[src/rtl/uart_cmd_dispatcher.sv]
`default_nettype none
// ============================================================================
//  Module      : uart_cmd_dispatcher
//  Description : Assembles an ASCII line from the UART RX stream, matches a
//                command name, decodes hex parameters, dispatches to executors
//                and streams an "OK HH" / "ER EE" status line to the UART TX.
//  Revision    : 1.0 - initial release
// ============================================================================
module uart_cmd_dispatcher #(
    parameter int NAME_LEN        = 10,
    parameter int NUM_CMDS        = 5,
    parameter logic [NUM_CMDS*NAME_LEN*8-1:0] CMD_TABLE =
        {"pb_i_write", "pb_i__read", "pb_adc4_16", "pb_adc4_08", "test______"},
    parameter int MAX_PARAM_BYTES = 5,
    parameter int TIMEOUT_CYCLES  = 27000000,
    localparam int ID_W           = $clog2(NUM_CMDS),
    localparam int CNT_W          = $clog2(MAX_PARAM_BYTES + 1)
) (
    input  logic                         clock,
    input  logic                         reset,
    input  logic                         rx_valid,
    input  logic [7:0]                   rx_data,
    output logic                         rx_ready,
    output logic                         cmd_valid,
    input  logic                         cmd_ready,
    output logic [ID_W-1:0]              cmd_id,
    output logic [8*MAX_PARAM_BYTES-1:0] cmd_params,
    output logic [CNT_W-1:0]             cmd_param_count,
    input  logic                         exec_done,
    input  logic [7:0]                   exec_status,
    output logic                         tx_valid,
    output logic [7:0]                   tx_data,
    input  logic                         tx_ready,
    output logic                         busy
);

    localparam int LINE_MAX = NAME_LEN + 1 + 2*MAX_PARAM_BYTES;
    localparam int LEN_W    = $clog2(LINE_MAX + 1);
    localparam int DIG_W    = $clog2(2*MAX_PARAM_BYTES + 1);
    localparam int TMR_W    = (TIMEOUT_CYCLES > 1) ? $clog2(TIMEOUT_CYCLES) : 1;

    localparam logic [2:0] c_RECV      = 3'd0;
    localparam logic [2:0] c_DRAIN     = 3'd1;
    localparam logic [2:0] c_CHECK     = 3'd2;
    localparam logic [2:0] c_MATCH     = 3'd3;
    localparam logic [2:0] c_DECODE    = 3'd4;
    localparam logic [2:0] c_DISPATCH  = 3'd5;
    localparam logic [2:0] c_WAIT_DONE = 3'd6;
    localparam logic [2:0] c_RESP      = 3'd7;

    localparam logic [7:0]       c_CR        = 8'h0D;
    localparam logic [7:0]       c_LF        = 8'h0A;
    localparam logic [LEN_W-1:0] c_LINE_MAX  = LEN_W'(LINE_MAX);
    localparam logic [LEN_W-1:0] c_NAME_P1   = LEN_W'(NAME_LEN + 1);
    localparam logic [ID_W-1:0]  c_LAST_ID   = ID_W'(NUM_CMDS - 1);
    localparam logic [TMR_W-1:0] c_TMO_LAST  = TMR_W'(TIMEOUT_CYCLES - 1);

    logic [2:0]                   r_state;
    logic                         r_rx_en;
    logic [7:0]                   r_buf [LINE_MAX];
    logic [LEN_W-1:0]             r_len;
    logic [LEN_W-1:0]             r_pos;
    logic [ID_W-1:0]              r_k;
    logic [DIG_W-1:0]             r_ndig;
    logic                         r_bad;
    logic                         r_ok;
    logic [7:0]                   r_code;
    logic [2:0]                   r_tidx;
    logic [TMR_W-1:0]             r_timer;
    logic [ID_W-1:0]              r_cmd_id;
    logic [8*MAX_PARAM_BYTES-1:0] r_params;
    logic [CNT_W-1:0]             r_count;

    logic                         w_rx_hs;
    logic [NAME_LEN*8-1:0]        w_name;
    logic [NAME_LEN*8-1:0]        w_entry;
    logic [7:0]                   w_char;
    logic [3:0]                   w_nib;
    logic                         w_hex_ok;
    logic [7:0]                   w_tx_byte;

    function automatic logic [7:0] f_hex(input logic [3:0] n);
        return (n < 4'd10) ? (8'h30 + {4'h0, n}) : (8'h37 + {4'h0, n});
    endfunction

    // rx_ready is held off for the first clock after reset releases
    assign rx_ready        = r_rx_en && ((r_state == c_RECV) || (r_state == c_DRAIN));
    assign w_rx_hs         = rx_valid && rx_ready;
    assign cmd_valid       = (r_state == c_DISPATCH);
    assign tx_valid        = (r_state == c_RESP);
    assign busy            = (r_state != c_RECV);
    assign cmd_id          = r_cmd_id;
    assign cmd_params      = r_params;
    assign cmd_param_count = r_count;
    assign tx_data         = (r_state == c_RESP) ? w_tx_byte : 8'h00;

    always_comb begin
        w_name  = '0;
        w_entry = '0;
        for (int j = 0; j < NAME_LEN; j++) begin
            w_name[(NAME_LEN-1-j)*8 +: 8] = r_buf[j];
        end
        for (int k = 0; k < NUM_CMDS; k++) begin
            if (r_k == ID_W'(k)) begin
                w_entry = CMD_TABLE[(NUM_CMDS-1-k)*NAME_LEN*8 +: NAME_LEN*8];
            end
        end
    end

    always_comb begin
        w_char   = r_buf[r_pos];
        w_nib    = 4'h0;
        w_hex_ok = 1'b1;
        if (w_char >= "0" && w_char <= "9") begin
            w_nib = w_char[3:0];
        end else if ((w_char >= "a" && w_char <= "f") || (w_char >= "A" && w_char <= "F")) begin
            w_nib = w_char[3:0] + 4'd9;
        end else begin
            w_hex_ok = 1'b0;
        end
    end

    always_comb begin
        w_tx_byte = 8'h00;
        case (r_tidx)
            3'd0:    w_tx_byte = r_ok ? "O" : "E";
            3'd1:    w_tx_byte = r_ok ? "K" : "R";
            3'd2:    w_tx_byte = " ";
            3'd3:    w_tx_byte = f_hex(r_code[7:4]);
            3'd4:    w_tx_byte = f_hex(r_code[3:0]);
            3'd5:    w_tx_byte = c_CR;
            3'd6:    w_tx_byte = c_LF;
            default: w_tx_byte = 8'h00;
        endcase
    end

    always_ff @(posedge clock) begin
        if (r_state == c_RECV && w_rx_hs && rx_data != c_CR && rx_data != c_LF
            && r_len != c_LINE_MAX) begin
            r_buf[r_len] <= rx_data;
        end
    end

    always_ff @(posedge clock or posedge reset) begin
        if (reset) begin
            r_state  <= c_RECV;
            r_rx_en  <= 1'b0;
            r_len    <= '0;
            r_pos    <= '0;
            r_k      <= '0;
            r_ndig   <= '0;
            r_bad    <= 1'b0;
            r_ok     <= 1'b0;
            r_code   <= 8'h00;
            r_tidx   <= 3'd0;
            r_timer  <= '0;
            r_cmd_id <= '0;
            r_params <= '0;
            r_count  <= '0;
        end else begin
            r_rx_en <= 1'b1;
            case (r_state)
                c_RECV: begin
                    if (w_rx_hs) begin
                        if (rx_data == c_LF) begin
                            if (r_len != '0) r_state <= c_CHECK;
                        end else if (rx_data != c_CR) begin
                            if (r_len == c_LINE_MAX) begin
                                r_state <= c_DRAIN;
                                r_ok    <= 1'b0;
                                r_code  <= 8'h03;
                            end else begin
                                r_len <= r_len + 1'b1;
                            end
                        end
                    end
                end
                c_DRAIN: begin
                    if (w_rx_hs && rx_data == c_LF) r_state <= c_RESP;
                end
                c_CHECK: begin
                    if (r_len < c_NAME_P1 || r_buf[NAME_LEN] != ",") begin
                        r_state <= c_RESP;
                        r_ok    <= 1'b0;
                        r_code  <= 8'h04;
                    end else begin
                        r_state <= c_MATCH;
                        r_k     <= '0;
                    end
                end
                c_MATCH: begin
                    if (w_name == w_entry) begin
                        r_cmd_id <= r_k;
                        r_state  <= c_DECODE;
                        r_pos    <= c_NAME_P1;
                        r_ndig   <= '0;
                        r_bad    <= 1'b0;
                    end else if (r_k == c_LAST_ID) begin
                        r_state <= c_RESP;
                        r_ok    <= 1'b0;
                        r_code  <= 8'h01;
                    end else begin
                        r_k <= r_k + 1'b1;
                    end
                end
                c_DECODE: begin
                    if (r_pos == r_len) begin
                        if (r_bad) begin
                            r_state <= c_RESP;
                            r_ok    <= 1'b0;
                            r_code  <= 8'h02;
                        end else if (r_ndig[0]) begin
                            r_state <= c_RESP;
                            r_ok    <= 1'b0;
                            r_code  <= 8'h05;
                        end else begin
                            r_count <= CNT_W'(r_ndig[DIG_W-1:1]);
                            r_state <= c_DISPATCH;
                        end
                    end else begin
                        r_pos <= r_pos + 1'b1;
                        if (!w_hex_ok) begin
                            r_bad <= 1'b1;
                        end else if (!r_bad) begin
                            // byte index is ndig/2; even digit is the high nibble
                            if (!r_ndig[0]) r_params[{r_ndig[DIG_W-1:1], 3'b100} +: 4] <= w_nib;
                            else            r_params[{r_ndig[DIG_W-1:1], 3'b000} +: 4] <= w_nib;
                            r_ndig <= r_ndig + 1'b1;
                        end
                    end
                end
                c_DISPATCH: begin
                    if (cmd_ready) begin
                        if (exec_done) begin
                            r_state <= c_RESP;
                            r_ok    <= 1'b1;
                            r_code  <= exec_status;
                        end else begin
                            r_state <= c_WAIT_DONE;
                            r_timer <= '0;
                        end
                    end
                end
                c_WAIT_DONE: begin
                    if (exec_done) begin
                        r_state <= c_RESP;
                        r_ok    <= 1'b1;
                        r_code  <= exec_status;
                    end else if (r_timer == c_TMO_LAST) begin
                        r_state <= c_RESP;
                        r_ok    <= 1'b0;
                        r_code  <= 8'h06;
                    end else begin
                        r_timer <= r_timer + 1'b1;
                    end
                end
                c_RESP: begin
                    if (tx_ready) begin
                        if (r_tidx == 3'd6) begin
                            r_state  <= c_RECV;
                            r_tidx   <= 3'd0;
                            r_len    <= '0;
                            r_params <= '0;
                        end else begin
                            r_tidx <= r_tidx + 1'b1;
                        end
                    end
                end
                default: r_state <= c_RECV;
            endcase
        end
    end

endmodule
`default_nettype wire

[config.mk]
export PLATFORM = sky130hd
export DESIGN_NAME = uart_cmd_dispatcher
export DESIGN_NICKNAME = d
export VERILOG_FILES = /design/src/rtl/uart_cmd_dispatcher.sv
export SDC_FILE = /design/constraint.sdc
export NUM_CORES = 1
export LEC_CHECK = 0
export CORE_AREA = 2 2 182 184
export CTS_BUF_LIST = sky130_fd_sc_hd__clkbuf_4 sky130_fd_sc_hd__clkbuf_8 sky130_fd_sc_hd__clkbuf_16
export DETAILED_ROUTE_END_ITERATION = 6
export DIE_AREA = 0 0 184 186
export PLACE_DENSITY = 0.74
export SLEW_MARGIN = 20
export SYNTH_ARGS = -nofsm -noshare
export SYNTH_HDL_FRONTEND = slang
export SYNTH_SLANG_ARGS = --single-unit
[constraint.sdc]
create_clock -name clock -period 3.6 [get_ports clock]
set_input_delay 1.08 -clock clock [delete_from_list [all_inputs] [get_ports clock]]
set_output_delay 1.08 -clock clock [all_outputs]
set_load 0.01 [all_outputs]
==> impl_results.md, run 1 <==
- Die Height: 186 microns
- Hold endpoint: cmd_param_count[0]$_DFFE_PP0P_
- Area leader, netlist: edfxtp_1
- Drt via density: 6.17
- Clock Latency Late Sink: about 0.55 ns
- Mapped Area: 17100 sq um
- Share of the synthesized area in the top cell type: roughly 45%
- # clock sinks: 361
- TritonCTS clock tree: yes
- Pleak: 8.26 nW
- Critical Path Source Type: register
- Final std cells w/o fill: between 1500 and 2000
- Mean post-synth cell area: 12.8 sq um
- Die X: roughly 180 microns
- Vias: around 12000
- Netlist cell types: 86
- WL/cell: 23.0 microns
- Setup Viol. Count Final: 0
- Largest net degree at the start of global routing: approximately 110
- Core area: 32200 sq um
- Drt total wl: approximately 46000 microns
- Worst clock skew: 0.0193 ns
- Antenna Violating Nets Remaining: 0
- Predominant post-synthesis flop cell: edfxtp_1
- Crit path launch: r_k[1]$_DFFE_PP0P_
- Post-DP HPWL: 30500 microns
- Post-synth EDFFs: 256
- Final Cycle Share: 98.8%
- Crit-path leading delay family: simple AND/OR/NAND/NOR gates
- Vias in the first global route: between 10000 and 15000
- Worst R2R End: cmd_params[35]$_DFFE_PP0P_
- Initial antenna violation count: 0
- Max Slew Vio Count: 0
- Die area: 34200 sq um
- H-tree lvl count: 2
- Ratio of cells with drive above 1 in the final layout: between 20% and 30%
- Critical R2R Launch: r_k[1]$_DFFE_PP0P_
- Critical path, cell by cell: ha_1 -> ha_1 -> inv_1 -> o22ai_2 -> mux2i_1 -> or4_4 -> nor4_4 -> buf_4 -> a21oi_4 -> a21oi_4 -> buf_12 -> nand3b_4 -> mux2_4
- Remaining global-route overflow: 0
- Hold depth: 2
- Worst min path class: reg -> reg
- Register area share after synthesis: ~60%
- Register bit total from synthesis: 361
- CP max-delay cell: or4_4
- CTS Buf Count: 38
- Router iterations before antenna repair: 6
- Synthesized instance count: between 1000 and 1500
- Worst EP required: 4.02 ns
- Worst-Margin Slew: ~0.87 ns
- Slew HR: 41.6%
- RSZ-0062 raised after global routing: true
- FMAX: 281 MHz
- Reg-to-reg setup timing slack: 0.04 ns
- Final Hold Viols: 0
- Synth top area cells: edfxtp_1 45%, dfrtp_1 15%, mux2i_1 6.4%, mux4_2 4.3%, nand2_1 2.8%
- Arrival @ worst endpoint: about 4.0 ns
- WP buf/inv: 3
- DRC Markers: 0
- Drt initial violations: 1266
- Worst hold slack: 0.503 ns
- Worst VDD drop: 0.457 mV
- Synth warn: 0
- Placed Cells incl. Taps: ~1900
- Antenna cells: 0
- # rows: 66
- MaxCap Viol Count: 0
- Worst R2R Path Depth: 13
- Worst-path clk slew: 0.05 ns
- IO Count: 80
- Fin Setup TNS: 0 ns
- HP Start: cmd_param_count[0]$_DFFE_PP0P_
- Synth async-reset ratio: 29.1%
- IO buf count: between 70 and 80
- CP max FO: 6
- Critical Path Sink Type: register
- Starting Density: 53.2%
- Total track usage: 26.4%
- Tmin final: between 3 and 4 ns
- PwrDens: 729 nW/um^2
- Crit path kind: reg -> reg
- Max clock buf depth: 3
- RD Place Congestion: 0.909
- Clk Tree Root Cell: clkbuf_16
- Net count, final: 1589
- Slowest cell delay on critical path: 0.54 ns
- First-pass GRT wire length: 68300 microns
- Status: completed
- Layout area overhead: 22.5%
[repair_timing]
action,in CTS,in global routing
buffers inserted,5,27
cloned,1,3
hold buffers,0,0
resized for setup,7,45
pin swaps,1,14
endpoints found under the setup margin,14,55
[synth_stat cells (all sizes together), types with 14 or more instances]
master  number
nor3        33
nor2       105
nand2      127
mux2i      109
nor2b       16
nor4        15
nand3       33
and3        14
a22oi       19
nand4       28
ha          24
mux4        34
buf         24
o21ai       42
nand2b      15
clkbuf      36
mux2        19
dfrtp      105
inv         41
xor2        14
xnor2       18
edfxtp     256
a21oi       55
[sequential cells by signal, indices dropped and copies added (netlist names)]
name and count:
r_ndig 4, r_timer 25, r_len 5, r_state 3
cmd_params 40, r_code 8, cmd_param_count 3, r_pos 5
r_buf 256, r_tidx 3, r_rx_en 1, r_ok 1
r_bad 1, r_k 3, cmd_id 3
[layout by cell type (no fill, tap or decap), types with 20 or more instances in the layout]
cell type and count:
nor2_1 102, buf_4 124, nand4_1 25, a21oi_1 51
clkbuf_16 41, mux2i_1 107, clkdlybuf4s50_1 78, dfrtp_1 98
mux4_2 33, nand3_1 31, nor3_1 27, inv_1 36
o21ai_0 37, nand2_1 127, edfxtp_1 256, ha_1 20
[power breakdown]
group / leakage (nW) / internal [mW] / total, mW / switching (mW)
clock: 0.639 / 2.41 / 4.09 / 1.68
combinational: 4.03 / 2.85 / 6.15 / 3.30
sequential: 3.59 / 4.76 / 5.04 / 0.284
total: 8.26 / 10.0 / 15.3 / 5.27
[worst max-delay path by stage]
stage                                 end  slack (ns)  cells past startpoint
2_1_floorplan  cmd_params[11]$_DFFE_PP0P_       -0.04                     18
3_3_place_gp       r_state[0]$_DFFE_PP0P_       -0.18                     10
3_5_place_dp       r_state[0]$_DFFE_PP0P_       -0.23                     10
4_1_cts         cmd_params[3]$_DFFE_PP0P_       0.004                     13
5_1_grt        cmd_params[27]$_DFFE_PP0P_       -0.07                     13
6_report       cmd_params[35]$_DFFE_PP0P_        0.04                     13
[through the flow]
| step | setup slack (ns) | total power, mW | instance area (sq um) | utilization (%) |
|---|---|---|---|---|
| 2_1_floorplan | -0.0446 | 8.50 | 17200 | - |
| 5_1_grt | -0.0665 | 15.9 | 21000 | 65.1 |
| 3_5_place_dp | -0.227 | 10.5 | 19100 | 59.2 |
| 3_3_place_gp | -0.180 | 10.4 | 19100 | 59.2 |
| 6_report | 0.0436 | 15.3 | 21000 | 65.1 |
| 4_1_cts | 0.00384 | 14.7 | 20500 | 63.6 |
[layout make-up]
type	instances	area, sq um
timing repair buffer	219	2040
clock inverter	25	308
tap	408	510
inverter	43	165
clock buffer	44	1010
fill	2280	11200
sequential	361	10300
multi-input combinational	880	6610
[worst reg2reg max path: stages (launching register included)]
cell and delay, ns:
dfrtp_1 0.42, ha_1 0.23, ha_1 0.30, inv_1 0.13, o22ai_2 0.27, mux2i_1 0.16
or4_4 0.54, nor4_4 0.28, buf_4 0.18, a21oi_4 0.11, a21oi_4 0.22, buf_12 0.17
nand3b_4 0.13, mux2_4 0.31
[cell families (layout without fill, tap and decap cells)]
group / after synthesis / after routing / share of synthesized area [%]
and+or+nand+nor: 444 / 444 / 13.3
DFF: 361 / 361 / 60.3
AOI/OAI and AO/OA: 208 / 208 / 8.10
muxes: 162 / 162 / 12.1
buffers and inverters: 103 / 331 / 2.75
xor gates and xnor gates: 32 / 32 / 1.64
adders and majority gates: 24 / 24 / 1.75
other: 2 / 10 / 0.0439
[metal layers]
| metal | wire length (microns) | track usage [%] | up-vias | part of all wire (%) |
|---|---|---|---|---|
| li1 | - | - | 5457 | - |
| met1 | 18400 | 35.3 | 5976 | 40 |
| met2 | 21400 | 42.4 | 635 | 47 |
| met3 | 4080 | 5.99 | 140 | 8.9 |
| met4 | 1680 | 10.3 | 0 | 3.7 |
| met5 | 0 | 0 | - | 0 |
Power figures use the tool's default switching activity.
==> run 2: changes to the inputs <==
PLACE_DENSITY = 0.72   (was 0.74)
clock period = 3.9 ns   (was 3.6 ns; I/O delays follow)
==> run 2 against run 1 <==
Effect of this change:
- sequential share of layout area is 1.8 points higher
- largest cell class unchanged
- worst setup slack improved by 0.14 ns
- critical path type unchanged
- clock power is 16% lower
- die area is the same
- sequential power shrank 5.8%
- flip-flop and latch count did not move
- fmax fell by 4.4%
- clock skew rose by 0.0023 ns
- global-route usage fell by 0.50 points
- critical path depth decreased by 2
==> impl_results.md, run 2 (synthesis gave the netlist of run 1 again) <==
- Vias: roughly 12000
- IO Count: 80
- WL/cell: roughly 23 microns
- Arrival @ worst endpoint: between 4 and 5 ns
- Antenna cells: 0
- Initial antenna violation count: 0
- FMAX: ~270 MHz
- Max Slew Vio Count: 0
- # rows: 66
- First-pass GRT wire length: ~67000 microns
- Fin Setup TNS: 0 ns
- RD Place Congestion: 0.943
- DP Area: about 19000 sq um
- Largest Register: r_buf
- Register area: 10300 sq um
- Worst R2R End: cmd_params[11]$_DFFE_PP0P_
- Drt via density: 6.18
- IO buf count: 78
- CP max-delay cell: dfrtp_4
- Pleak: 7.93 nW
- Worst min path class: reg -> reg
- Die X: 184 microns
- Largest net degree at the start of global routing: 45
- Worst-Margin Slew: 0.879 ns
- Critical path, cell by cell: and2_1 -> a22oi_1 -> nand2_1 -> o22ai_1 -> nor2_1 -> ha_1 -> a311oi_1 -> o211ai_1 -> and2_4 -> or3_1 -> mux2_4
- Reg-to-reg setup timing slack: 0.18 ns
- Drt initial violations: 1448
- Net count, final: 1547
- Clk Tree Root Cell: clkbuf_16
- Worst R2R Path Depth: 11
- Layout area overhead: 18.0%
- Core Util, Final: 62.7%
- Commonest non-fill, non-tap cells in the layout: 256 x edfxtp_1, 127 x nand2_1, 109 x mux2i_1
- Die area: around 34000 sq um
- Vias in the first global route: 11400
- MaxCap Viol Count: 0
- Status: completed
- RSZ-0062 raised after global routing: false
- Remaining global-route overflow: 0
- Drt total wl: 43600 microns
- Post-DP HPWL: 30900 microns
- Worst-path clk slew: 0.06 ns
- Crit path kind: reg -> reg
- TritonCTS clock tree: yes
- CP max FO: 10
- Starting Density: 53.2%
- Worst EP required: roughly 4.3 ns
- PwrDens: between 600 and 700 nW/um^2
- Antenna Violating Nets Remaining: 0
- Final instance area: 20200 sq um
- Slowest cell delay on critical path: 0.58 ns
- Multi-input gate area: 6390 sq um
- Core area: ~32000 sq um
- Most common cell after layout, fill and taps aside: edfxtp_1
- DRC Markers: 0
- Final Cycle Share: 95.4%
- Critical Path Sink Type: register
- Clock Latency Late Sink: about 0.53 ns
- Total track usage: 25.9%
- Router iterations before antenna repair: 5
- Tmin final: 3.72 ns
- CTS Buf Count: 37
- Final Hold Viols: 0
- Die Height: roughly 190 microns
- H-tree lvl count: 2
- Buffer count from post-CTS setup fixing: 0
- Hold depth: 2
- Hold endpoint: cmd_param_count[1]$_DFFE_PP0P_
- # clock sinks: about 360
- Critical R2R Launch: r_pos[0]$_DFFE_PP0P_
- Critical Path Source Type: register
- HP Start: cmd_param_count[1]$_DFFE_PP0P_
- Setup Viol. Count Final: 0
- Worst clock skew: between 0.02 and 0.025 ns
- Ratio of cells with drive above 1 in the final layout: 16.1%
- Slew HR: 41.2%
- Final Power: ~13 mW
- Max clock buf depth: 3
- Max reg flops: 256
- Fillcell total: 2440
- Worst VDD drop: ~0.47 mV
run 2: worst max-delay path: cells and delay by family, from the launching register on:
family                     cells  cell delay, ns
AOI/OAI and AO/OA              4            1.20
adders and majority gates      1            0.25
DFF                            1            0.58
muxes                          1            0.31
and+or+nand+nor                5            1.22
run 2: power breakdown:
| part | internal [mW] | switching (mW) |
|---|---|---|
| Clock | 2.03 | 1.42 |
| Sequential | 4.39 | 0.364 |
| Combinational | 2.13 | 2.63 |
| Total | 8.55 | 4.41 |
run 2: final cells by class:
class	count	share of cell area, %
clock buffer	52	5.41
clock inverter	13	0.508
inverter	43	0.818
multi-input combinational	880	31.6
sequential	361	51.1
tap	408	2.53
timing repair buffer	178	8.01
run 2: how the worst max path moves through the flow:
stage / startpoint / to / cells after the start
floorplan: r_pos[1]$_DFFE_PP0P_ / cmd_params[11]$_DFFE_PP0P_ / 18
global placement: rx_data[2] / r_code[2]$_DFFE_PP0P_ / 9
detailed placement: rx_data[6] / r_state[1]$_DFFE_PP0P_ / 10
CTS: r_pos[0]$_DFFE_PP0P_ / cmd_params[11]$_DFFE_PP0P_ / 11
global route: r_k[0]$_DFFE_PP0P_ / cmd_params[27]$_DFFE_PP0P_ / 12
finish: r_pos[0]$_DFFE_PP0P_ / cmd_params[11]$_DFFE_PP0P_ / 11
run 2: routing by layer:
| metal | vias to the layer above | part of all wire (%) | GRT usage (%) |
|---|---|---|---|
| met3 | 85 | 8.4 | 3.89 |
| met1 | 5967 | 43 | 37.6 |
| met5 | - | 0 | 0 |
| met2 | 574 | 47 | 41.5 |
| met4 | 0 | 2.4 | 6.62 |
| li1 | 5340 | - | - |
run 2: per-stage QoR:
stage,instances,setup WS [ns],hold WS (ns)
global placement,1870,0.171,0.490
finish,1935,0.179,0.513
floorplan,1344,0.0888,0.495
CTS,1935,0.116,0.517
detailed placement,1870,0.110,0.504
global route,1935,0.00676,0.548
run 2: repair_timing:
action | 4_1_cts | 5_1_grt
hold buffers | 0 | 0
setup endpoints to repair | 0 | 22
resized for setup | 0 | 5
